===== config.mk =====
export PLATFORM = sky130hd
export DESIGN_NAME = mc_control_fsm
export DESIGN_NICKNAME = d
export VERILOG_FILES = /design/src/rtl/mc_control_fsm.sv
export SDC_FILE = /design/constraint.sdc
export NUM_CORES = 1
export LEC_CHECK = 0
export BUFFER_PORTS_ARGS = -buffer_cell sky130_fd_sc_hd__buf_2
export CORE_MARGIN = 5
export CORE_UTILIZATION = 46
export CTS_BUF_LIST = sky130_fd_sc_hd__clkbuf_8
export CTS_CLUSTER_SIZE = 30
export DETAILED_ROUTE_END_ITERATION = 12
export PLACE_DENSITY = 0.88
export SLEW_MARGIN = 20
export SYNTH_ARGS = -nofsm -noshare
export SYNTH_HDL_FRONTEND = slang
export SYNTH_SLANG_ARGS = --single-unit

===== constraint.sdc =====
create_clock -name clk -period 3.5 [get_ports clk]
set_input_delay 0.175 -clock clk [delete_from_list [all_inputs] [get_ports clk]]
set_output_delay 0.175 -clock clk [all_outputs]
set_load 0.01 [all_outputs]

===== src/rtl/mc_control_fsm.sv =====
// Multi-cycle MIPS main control unit: sequences fetch/decode/execute/memory/writeback
// and drives the datapath enables, with a memory-ready handshake and illegal-opcode flag.
module mc_control_fsm #(
  parameter int unsigned    OPW      = 6,
  parameter logic [OPW-1:0] OP_RTYPE = 6'h00,
  parameter logic [OPW-1:0] OP_LW    = 6'h23,
  parameter logic [OPW-1:0] OP_SW    = 6'h2B,
  parameter logic [OPW-1:0] OP_BEQ   = 6'h04,
  parameter logic [OPW-1:0] OP_J     = 6'h02,
  parameter logic [OPW-1:0] OP_ADDI  = 6'h08,
  parameter bit             EN_JUMP  = 1'b1,
  parameter bit             EN_ADDI  = 1'b1
) (
  input  logic           clk,
  input  logic           rst_n,
  input  logic [OPW-1:0] opcode,
  input  logic           mem_ready,
  output logic           PCWrite,
  output logic           PCWriteCond,
  output logic           IorD,
  output logic           MemRead,
  output logic           MemWrite,
  output logic           IRWrite,
  output logic           MemToReg,
  output logic           RegDst,
  output logic           RegWrite,
  output logic           ALUSrcA,
  output logic [1:0]     ALUSrcB,
  output logic [1:0]     ALUOp,
  output logic [1:0]     PCSource,
  output logic           illegal_op,
  output logic [3:0]     state
);

  typedef enum logic [3:0] {
    StFetch   = 4'd0,
    StDecode  = 4'd1,
    StMemAddr = 4'd2,
    StMemRd   = 4'd3,
    StMemWb   = 4'd4,
    StMemWr   = 4'd5,
    StExec    = 4'd6,
    StRwb     = 4'd7,
    StBranch  = 4'd8,
    StJump    = 4'd9,
    StAddiEx  = 4'd10,
    StAddiWb  = 4'd11
  } state_e;

  state_e         state_q, state_d;
  logic [OPW-1:0] op_q, op_d;
  logic           op_jump, op_addi;

  assign op_jump = EN_JUMP && (opcode == OP_J);
  assign op_addi = EN_ADDI && (opcode == OP_ADDI);

  always_ff @(posedge clk) begin
    if (!rst_n) begin
      state_q <= StFetch;
      op_q    <= '0;
    end else begin
      state_q <= state_d;
      op_q    <= op_d;
    end
  end

  always_comb begin
    state_d = StFetch;
    op_d    = op_q;
    case (state_q)
      StFetch:   state_d = mem_ready ? StDecode : StFetch;
      StDecode: begin
        op_d = opcode;
        if (opcode == OP_LW || opcode == OP_SW) state_d = StMemAddr;
        else if (opcode == OP_RTYPE)            state_d = StExec;
        else if (opcode == OP_BEQ)              state_d = StBranch;
        else if (op_jump)                       state_d = StJump;
        else if (op_addi)                       state_d = StAddiEx;
        else                                    state_d = StFetch;
      end
      // Load/store choice uses the opcode captured in DECODE, not the live IR field.
      StMemAddr: state_d = (op_q == OP_LW) ? StMemRd : StMemWr;
      StMemRd:   state_d = mem_ready ? StMemWb : StMemRd;
      StMemWb:   state_d = StFetch;
      StMemWr:   state_d = mem_ready ? StFetch : StMemWr;
      StExec:    state_d = StRwb;
      StRwb:     state_d = StFetch;
      StBranch:  state_d = StFetch;
      StJump:    state_d = StFetch;
      StAddiEx:  state_d = StAddiWb;
      StAddiWb:  state_d = StFetch;
      default:   state_d = StFetch;
    endcase
  end

  always_comb begin
    PCWrite     = 1'b0;
    PCWriteCond = 1'b0;
    IorD        = 1'b0;
    MemRead     = 1'b0;
    MemWrite    = 1'b0;
    IRWrite     = 1'b0;
    MemToReg    = 1'b0;
    RegDst      = 1'b0;
    RegWrite    = 1'b0;
    ALUSrcA     = 1'b0;
    ALUSrcB     = 2'b00;
    ALUOp       = 2'b00;
    PCSource    = 2'b00;
    illegal_op  = 1'b0;
    case (state_q)
      StFetch: begin
        MemRead = 1'b1;
        ALUSrcB = 2'b01;
        IRWrite = mem_ready;
        PCWrite = mem_ready;
      end
      StDecode: begin
        ALUSrcB    = 2'b11;
        illegal_op = (state_d == StFetch);
      end
      StMemAddr: begin
        ALUSrcA = 1'b1;
        ALUSrcB = 2'b10;
      end
      StMemRd: begin
        MemRead = 1'b1;
        IorD    = 1'b1;
      end
      StMemWb: begin
        RegWrite = 1'b1;
        MemToReg = 1'b1;
      end
      StMemWr: begin
        MemWrite = 1'b1;
        IorD     = 1'b1;
      end
      StExec: begin
        ALUSrcA = 1'b1;
        ALUOp   = 2'b10;
      end
      StRwb: begin
        RegWrite = 1'b1;
        RegDst   = 1'b1;
      end
      StBranch: begin
        ALUSrcA     = 1'b1;
        ALUOp       = 2'b01;
        PCWriteCond = 1'b1;
        PCSource    = 2'b01;
      end
      StJump: begin
        PCWrite  = 1'b1;
        PCSource = 2'b10;
      end
      StAddiEx: begin
        ALUSrcA = 1'b1;
        ALUSrcB = 2'b10;
      end
      StAddiWb:  RegWrite = 1'b1;
      default: ;
    endcase
  end

  assign state = state_q;

endmodule


Word-level counts from Yosys, hierarchy flattened
Cells that the tools add are included.

Register bits after elaboration: 10. Logic and storage cells: 52. Input port bits: 9.

Muxes and demuxes: 24. Reduce and logical (&&, ||, !) cells: 9. Equality and inequality tests: 17.

Operators with widths (count): 4-bit case mux with 7 select lines (1); 4-bit 2-to-1 mux (5); 6-bit equality test (second input constant) (3); 4-bit by 3-bit equality test with 1-bit output (second input constant) (4); 4-bit equality test (second input constant) (4); 1-bit 2-to-1 mux (11); 3-bit 2-to-1 mux (3); 4-bit by 2-bit equality test with 1-bit output (second input constant) (2); 4-bit zero test (2); 2-bit case mux with 2 select lines (2); 6-bit by 2-bit equality test with 1-bit output (second input constant) (1); 6-bit by 3-bit equality test with 1-bit output (second input constant) (1); 6-bit by 4-bit equality test with 1-bit output (second input constant) (1); 6-bit zero test (1); 2-bit case mux with 3 select lines (1); 2-bit OR reduction (3); 4-bit by 1-bit equality test with 1-bit output (second input constant) (1); 4-bit OR reduction (1); 3-bit OR reduction (1); 1-bit case mux with 2 select lines (1); 1-bit logical OR (1).

Logic depth before layout (Yosys ltp)
Gate-level depths: netlist (run 1).

Depth after elaboration: 9. Mapped depth: 5. Gate-level depth less buffers: 4.

Worst setup path after synthesis (run 1)
OpenSTA, ideal clock, no wires.

Kind: flip-flop to output port. Start point: register state_q[3], in the netlist state[3]. End point: output port illegal_op. Setup slack: 1671 ps. Required time: 3325 ps. Arrival time: 1654 ps. Cell stages (with the launch flop): 6. Path buffers: 1. Cells stage by stage: dfxtp_1 or4b_1 buf_6 a2111oi_4 a311oi_1 and3_1.

Cells in the longest elaborated chain, start to end: 4.

RTL lines: start: declaration (RTL line 50) `state_e state_q, state_d;`; start signal: assignment (RTL line 59) `state_q <= StFetch;`; start signal: assignment (RTL line 62) `state_q <= state_d;`; 4-bit equality test, or another cell as far along (RTL line 70) `case (state_q)`; 4-bit case mux with 7 select lines (RTL line 70); 4-bit zero test (RTL line 120) `illegal_op = (state_d == StFetch);`; 1-bit 2-to-1 mux (*) (RTL line 111) `case (state_q)`; end: declaration (RTL line 31) `output logic illegal_op,`.

Every way passes the cells marked *; elsewhere a longest branch is shown, timed or not.

Final worst setup path (run 1)
Start point: register state_q[0], in the netlist state[0]. End point: output port illegal_op.

The elaborated chain is that of the path after synthesis.

==> flow_metrics.tcl, run 1 <==
set metrics [dict create \
    run_status "finished, final reports clean" \
    cts.htree.levels 1 \
    core_area_um2 1540 \
    postCtsSetupBuffers 0 \
    grt-ovfl-total 0 \
    yosys.area_share.simple 0.394 \
    synth_enable_flop_cells 0 \
    critPathLaunchType "flop" \
    cts_resized 0 \
    clock_sinks 10 \
    syn_area_um2 764 \
    vias 791 \
    synth_mux_area_frac 0.0147 \
    grt_pass1_wl_um 2900 \
    clock_path_buffers 2 \
    fill_cells 143 \
    pwr_density_cell_nw_per_um2 336 \
    cp_cell_sequence "or4b_1 > a2111oi_4 > a311oi_1 > and3_1 > buf_2" \
    synthCells 100 \
    cts_tree "built" \
    cts_buffers 3 \
    cts_hold_buffers 0 \
    setup_viol 0 \
    hold_path_depth 3 \
    total_power_uw 314 \
    dpl.hpwl_um 1400 \
    r2r_slack_ns 1.55 \
    num_io_pins 30 \
    cp_slowest_stage_delay_ns 0.68 \
    die_w_um 50.8 \
    cap_violations 0 \
    worstSetupPathType "flop to output pin" \
    place_ws_ns 1.26 \
    dp_cells 138 \
    fin_crit_ns 2.50 \
    nets 136 \
    grt_use_total 0.143 \
    ys_ff_latch 10 \
    drtPass1Iterations 4 \
    hold_viol_final 0 \
    slew_viol_final 0 \
    gp_congestion 0.832 \
    dr.first_iter.drc_count 10 \
    rsz0062_at_grt "no" \
    placed_area_um2 880 \
    die_h_um 50.8 \
    whs_endpoint "op_q[3]$_SDFFE_PN0P_" \
    grt_max_degree 17 \
    fin_skew_ns 0.000374 \
    ant_nets 0 \
    design_area_um2 935 \
    reg2reg_depth 4 \
    avgViaCountPerCell 5.57 \
    ys_types 36 \
    synth_xor_area_frac 0.0229 \
    core.rowCount 14 \
    clock_latency_ns 0.24 \
    hold_path.startpoint "opcode[3]" \
    initial_core_util 0.496 \
    cp_max_fo 16 \
    rr_startpoint "state[0]$_SDFF_PN0_" \
    ir_worst_vdd_mv 0.223 \
    cp_num_buf_inv 1 \
    postSynthAreaPerCell_um2 7.64 \
    critical_path.top_delay_family "simple AND/OR/NAND/NOR gates" \
    cts-root-buf "clkbuf_8" \
    ys.flop_type "dfxtp_1" \
    clk_pin_slew_worst_paths_ns 0.05 \
    p_leak_uw 0.000431 \
    synthAdderAreaFrac 0 \
    drive_gt1_frac 0.302 \
    io_buffer_count 29 \
    seq_area_frac_synth 0.262 \
    fmax_mhz 400 \
    path_depth 5 \
    setup_ws_ns 0.999 \
    synth_top_family_by_area "simple AND/OR/NAND/NOR gates" \
    synth_fp_nets 109 \
    area_growth_pct 22.3 \
    critPathCaptureType "output pin" \
    yosysWarnings 0 \
    grt_pass1_vias 636 \
    cp.required_ns 3.32 \
    maxSlewHeadroom 0.497 \
    wl_per_cell_um 12.6 \
    ys_async_sr_fraction 0 \
    die-area_um2 2580 \
    reg2reg_to "state[1]$_SDFF_PN0_" \
    fin_tns_setup_ns 0 \
    slowest_stage "or4b_1" \
    worstPathArrival_ns 2.33 \
    post-route-period-util 0.715 \
    synth-compound-area-share 0.231 \
    wl_um 1800 \
    drc 0 \
    final_cells 142 \
    num_antenna_cells 0 \
    hp-class "primary input to flop" \
    antenna_found_initial 0 \
    tightest_slew_ns 0.749 \
]
[cells by family after synthesis]
kind of cell           Yosys count
AO/OA/AOI/OAI                   23
XOR/XNOR                         2
buffers and inverters            9
flip-flops                      10
multiplexers                     1
AND/OR/NAND/NOR                 55
[metal layers]
metal  track usage  vias up  wire length, um
met2         0.213       31              803
met1         0.193      352              822
met5             0        -                0
li1              -      403                -
met4        0.0936        0               43
met3        0.0148        5              126
[cell type report]
| cell class | count | area, um2 | area share |
|---|---|---|---|
| tap | 16 | 20.0 | 0.0214 |
| clock buffer | 4 | 55.1 | 0.0589 |
| sequential | 10 | 200 | 0.214 |
| timing repair buffer | 29 | 145 | 0.155 |
| multi-input combinational | 81 | 507 | 0.542 |
| inverter | 2 | 7.51 | 0.00803 |
[through the flow]
stage	hold WS (ns)	util
final	0.235	0.606
after global placement	0.457	0.571
after detailed placement	0.461	0.571
after global routing	0.257	0.606
after CTS	0.239	0.606
after floorplan	0.320	-
[cell usage after synthesis (all sizes together) (2+ instances only)]
cell | n | area [um2]
buf | 6 | 46.3
nor3b | 2 | 15.0
and3 | 4 | 25.0
nor2 | 9 | 33.8
nand2 | 17 | 63.8
nor3 | 6 | 30.0
nand2b | 4 | 25.0
a21boi | 7 | 52.6
a31oi | 2 | 12.5
nor2b | 3 | 18.8
xor2 | 2 | 17.5
a21oi | 5 | 25.0
o21ai | 3 | 15.0
inv | 2 | 7.51
dfxtp | 10 | 200
[registers in the layout, summed over array words and instances, names as in the netlist]
| name | count |
|---|---|
| state | 4 |
| op_q | 6 |
[tightest hold or removal path, cell delays in order]
cell and delay [ns]:
buf_2 0.12, nand2_1 0.05, a21boi_0 0.07
[cell usage in the layout, fill, tap and decap left out]
| master | synthesis | final |
|---|---|---|
| or4b_1 | 1 | 1 |
| a21boi_0 | 7 | 7 |
| or2b_1 | 1 | 1 |
| nand2_1 | 17 | 17 |
| nor3_1 | 6 | 6 |
| xor2_1 | 2 | 2 |
| o21ai_0 | 3 | 3 |
| inv_1 | 2 | 2 |
| and3b_1 | 1 | 1 |
| o31ai_1 | 1 | 1 |
| nor3b_1 | 2 | 2 |
| or3_1 | 1 | 1 |
| o311a_2 | 1 | 1 |
| nor4b_1 | 1 | 1 |
| o21a_1 | 1 | 1 |
| a21oi_1 | 5 | 5 |
| nand4b_1 | 1 | 1 |
| a31oi_1 | 2 | 2 |
| nor2b_1 | 3 | 3 |
| clkbuf_8 | 0 | 4 |
| nand3_1 | 1 | 1 |
| o32ai_1 | 1 | 1 |
| a2111oi_4 | 1 | 1 |
| nor4_4 | 1 | 1 |
| and2b_1 | 1 | 1 |
| a311oi_1 | 1 | 1 |
| and3_1 | 4 | 4 |
| or2_2 | 1 | 1 |
| nor2_1 | 9 | 9 |
| dfxtp_1 | 10 | 10 |
| mux2_2 | 1 | 1 |
| nand2b_1 | 4 | 4 |
| buf_2 | 1 | 29 |
[how the worst max path moves through the flow]
stage / startpoint / endpoint / slack [ns]
6_report: state[0]$_SDFF_PN0_ / illegal_op / 1.0
3_5_place_dp: state[0]$_SDFF_PN0_ / illegal_op / 1.26
5_1_grt: state[0]$_SDFF_PN0_ / illegal_op / 0.83
2_1_floorplan: state[3]$_SDFF_PN0_ / illegal_op / 1.67
4_1_cts: state[0]$_SDFF_PN0_ / illegal_op / 1.0
3_3_place_gp: state[0]$_SDFF_PN0_ / illegal_op / 1.34
[power breakdown]
group / switching [uW] / internal, uW
sequential: 5.11 / 119
combinational: 26.6 / 19.9
clock: 44.8 / 98.8
total: 76.5 / 237
No activity file was read; power rests on OpenSTA's default activity.
==> run 2, diff against run 1 <==
--- a/config.mk
+++ b/config.mk
@@ -5,6 +5,7 @@
 export SDC_FILE = /design/constraint.sdc
 export NUM_CORES = 1
 export LEC_CHECK = 0
+export ABC_AREA = 1
 export BUFFER_PORTS_ARGS = -buffer_cell sky130_fd_sc_hd__buf_2
 export CORE_MARGIN = 5
 export CORE_UTILIZATION = 46
==> constraint.sdc (replaced) <==
create_clock -name clk -period 2.5 [get_ports clk]
set_input_delay 0.125 -clock clk [delete_from_list [all_inputs] [get_ports clk]]
set_output_delay 0.125 -clock clk [all_outputs]
set_load 0.01 [all_outputs]
==> run 2 against run 1 <==
Effect of this change:
- design area up 2.0%
- largest power group unchanged
- clock skew up 0.00065 ns
- sequential power up 40%
- combinational power up 49%
- clock power up 44%
- first-iteration DRC count up 100%
- cell count up 25%
- global-route usage up 2.2 points
- setup slack worse by 0.12 ns
- die area down 0.53%
- synthesized cell count up 32%
- worst hold slack worse by 0.081 ns
- critical path type unchanged
==> flow_metrics.tcl, run 2 <==
set metrics [dict create \
    ys.flop_type "dfxtp_1" \
    initial_core_util 0.493 \
    clock_sinks 10 \
    syn_area_um2 759 \
    synth_xor_area_frac 0 \
    postSynthAreaPerCell_um2 5.75 \
    core.rowCount 14 \
    critPathLaunchType "flop" \
    design_area_um2 953 \
    drc 0 \
    grt_pass1_vias 828 \
    fin_tns_setup_ns 0 \
    rr_startpoint "state[1]$_SDFF_PN0_" \
    worstSetupPathType "flop to output pin" \
    drtPass1Iterations 4 \
    setup_viol 0 \
    yosys.area.top_type "dfxtp_1" \
    yosys.area_share.simple 0.470 \
    layout_common_cells "nor2_1, buf_2, nand2_1" \
    rsz0062_at_grt "no" \
    ant_nets 0 \
    die_h_um 50.6 \
    ys_ff_latch 10 \
    slew_viol_final 0 \
    post-synth-top-count-cell "nor2_1" \
    clock_latency_ns 0.24 \
    ys_types 19 \
    cts_tree "built" \
    yosys-top-cells-area "dfxtp_1, nor2_1, nand2_1" \
    synth-compound-area-share 0.124 \
    yosysWarnings 0 \
    nets 172 \
    largest_register_ffs 6 \
    reg2reg_to "op_q[2]$_SDFFE_PN0P_" \
    yosys-top-cells-count "nor2_1, nand2_1, inv_1, nand3_1, dfxtp_1" \
    r2r_slack_ns 1.18 \
    postCtsSetupBuffers 0 \
    antenna_found_initial 0 \
    hold_path.startpoint "opcode[1]" \
    synth_enable_flop_cells 0 \
    cts_resized 0 \
    synth_fp_nets 141 \
    num_antenna_cells 0 \
    fin_skew_ns 0.00102 \
    cap_violations 0 \
    cts_buffers 3 \
    die_w_um 50.6 \
    pwr_density_cell_nw_per_um2 472 \
    vias 910 \
    io_buffer_count 29 \
    area_growth_pct 25.5 \
    total_power_uw 450 \
    ys_async_sr_fraction 0 \
    grt-ovfl-total 0 \
    placed_area_um2 898 \
    cp_max_fo 7 \
    layout_commonest_cell "nor2_1" \
    avgViaCountPerCell 5.11 \
    whs_endpoint "op_q[1]$_SDFFE_PN0P_" \
    worstPathArrival_ns 1.49 \
    synth_top_family_by_area "simple AND/OR/NAND/NOR gates" \
    post-route-period-util 0.647 \
    synth_mux_area_frac 0 \
    seq_area_frac_synth 0.264 \
    reg2reg_depth 6 \
    cts_hold_buffers 0 \
    synth_top_area_frac 0.264 \
    wl_per_cell_um 11.2 \
    p_leak_uw 0.000560 \
    grt_max_degree 13 \
    critPathCaptureType "output pin" \
    drive_gt1_frac 0.272 \
    hp-class "primary input to flop" \
    die-area_um2 2560 \
    ir_worst_vdd_mv 0.335 \
    num_io_pins 30 \
    synthCells 132 \
    maxSlewHeadroom 0.794 \
    tightest_slew_ns 0.308 \
    hold_viol_final 0 \
    grt_use_total 0.165 \
    cts.htree.levels 1 \
    run_status "finished, final reports clean" \
    cts-root-buf "clkbuf_8" \
    fin_crit_ns 1.62 \
    top_register "op_q" \
    dpl.hpwl_um 1550 \
    cp.required_ns 2.38 \
    grt_pass1_wl_um 3400 \
    wl_um 1990 \
    hold_path_depth 3 \
    clk_pin_slew_worst_paths_ns 0.05 \
    synthAdderAreaFrac 0 \
    clock_path_buffers 2 \
    gp_congestion 0.896 \
    fmax_mhz 618 \
    core_area_um2 1540 \
    dr.first_iter.drc_count 20 \
]
[run 2: cell types whose count changed in the layout (fill, tap and decap cells not counted), sizes merged, moves of 3 or more]
cell and change:
o21ai +6, nor2b -3, nor3 -6, a21boi -7, nand2b -4, nand3 +12
nand2 +11, inv +19, and3 -4, nor2 +26
[run 2: kinds of logic (layout without fill, tap and decap cells)]
family | Yosys count | in the layout
compound gates | 18 | 18
buf+inv | 25 | 55
flops | 10 | 10
simple gates | 79 | 79
[run 2: worst max-delay path, cell delays in order (launching register included)]
cell	delay, ns
dfxtp_1	0.37
inv_1	0.11
nand2_2	0.14
nand2_2	0.08
nand2_2	0.06
nand2_2	0.06
nor2_1	0.11
nand3_1	0.08
nor2_1	0.10
buf_2	0.13
[run 2: worst max-delay path by stage]
stage	slack (ns)	endpoint	from
detailed placement	1.16	illegal_op	state[3]$_SDFF_PN0_
CTS	0.90	illegal_op	state[3]$_SDFF_PN0_
finish	0.88	illegal_op	state[3]$_SDFF_PN0_
floorplan	1.24	illegal_op	state[3]$_SDFF_PN0_
global placement	1.21	illegal_op	state[2]$_SDFF_PN0_
global route	0.77	illegal_op	state[3]$_SDFF_PN0_
[run 2: layer usage]
layer / GRT usage / share of wire / vias to the layer above / wire [um]
met2: 0.300 / 0.49 / 36 / 982
met4: 0.0723 / 0.022 / 0 / 44
met5: 0 / 0 / - / 0
li1: - / - / 472 / -
met3: 0.0414 / 0.077 / 7 / 154
met1: 0.175 / 0.41 / 395 / 809
[run 2: per-stage QoR]
stage / utilization / cells / setup WS (ns) / hold WS, ns
6_report: 0.619 / 178 / 0.882 / 0.154
5_1_grt: 0.619 / 178 / 0.766 / 0.167
4_1_cts: 0.619 / 178 / 0.898 / 0.160
3_5_place_dp: 0.583 / 174 / 1.16 / 0.403
3_3_place_gp: 0.583 / 174 / 1.21 / 0.398
2_1_floorplan: - / 132 / 1.24 / 0.260
[run 2: where the power goes]
part           internal, uW  total (uW)  switching, uW  leakage [uW]
Sequential              168         173           5.12     0.0000818
Clock                   139         207           68.3     0.0000288
Combinational          24.4        69.2           44.8      0.000449
Total                   332         450            118      0.000560
[run 2: cell type report]
cell class / instances / area [um2]
clock buffer: 4 / 55.1
fill: 160 / 588
inverter: 22 / 82.6
multi-input combinational: 97 / 450
sequential: 10 / 200
tap: 16 / 20.0
timing repair buffer: 29 / 145
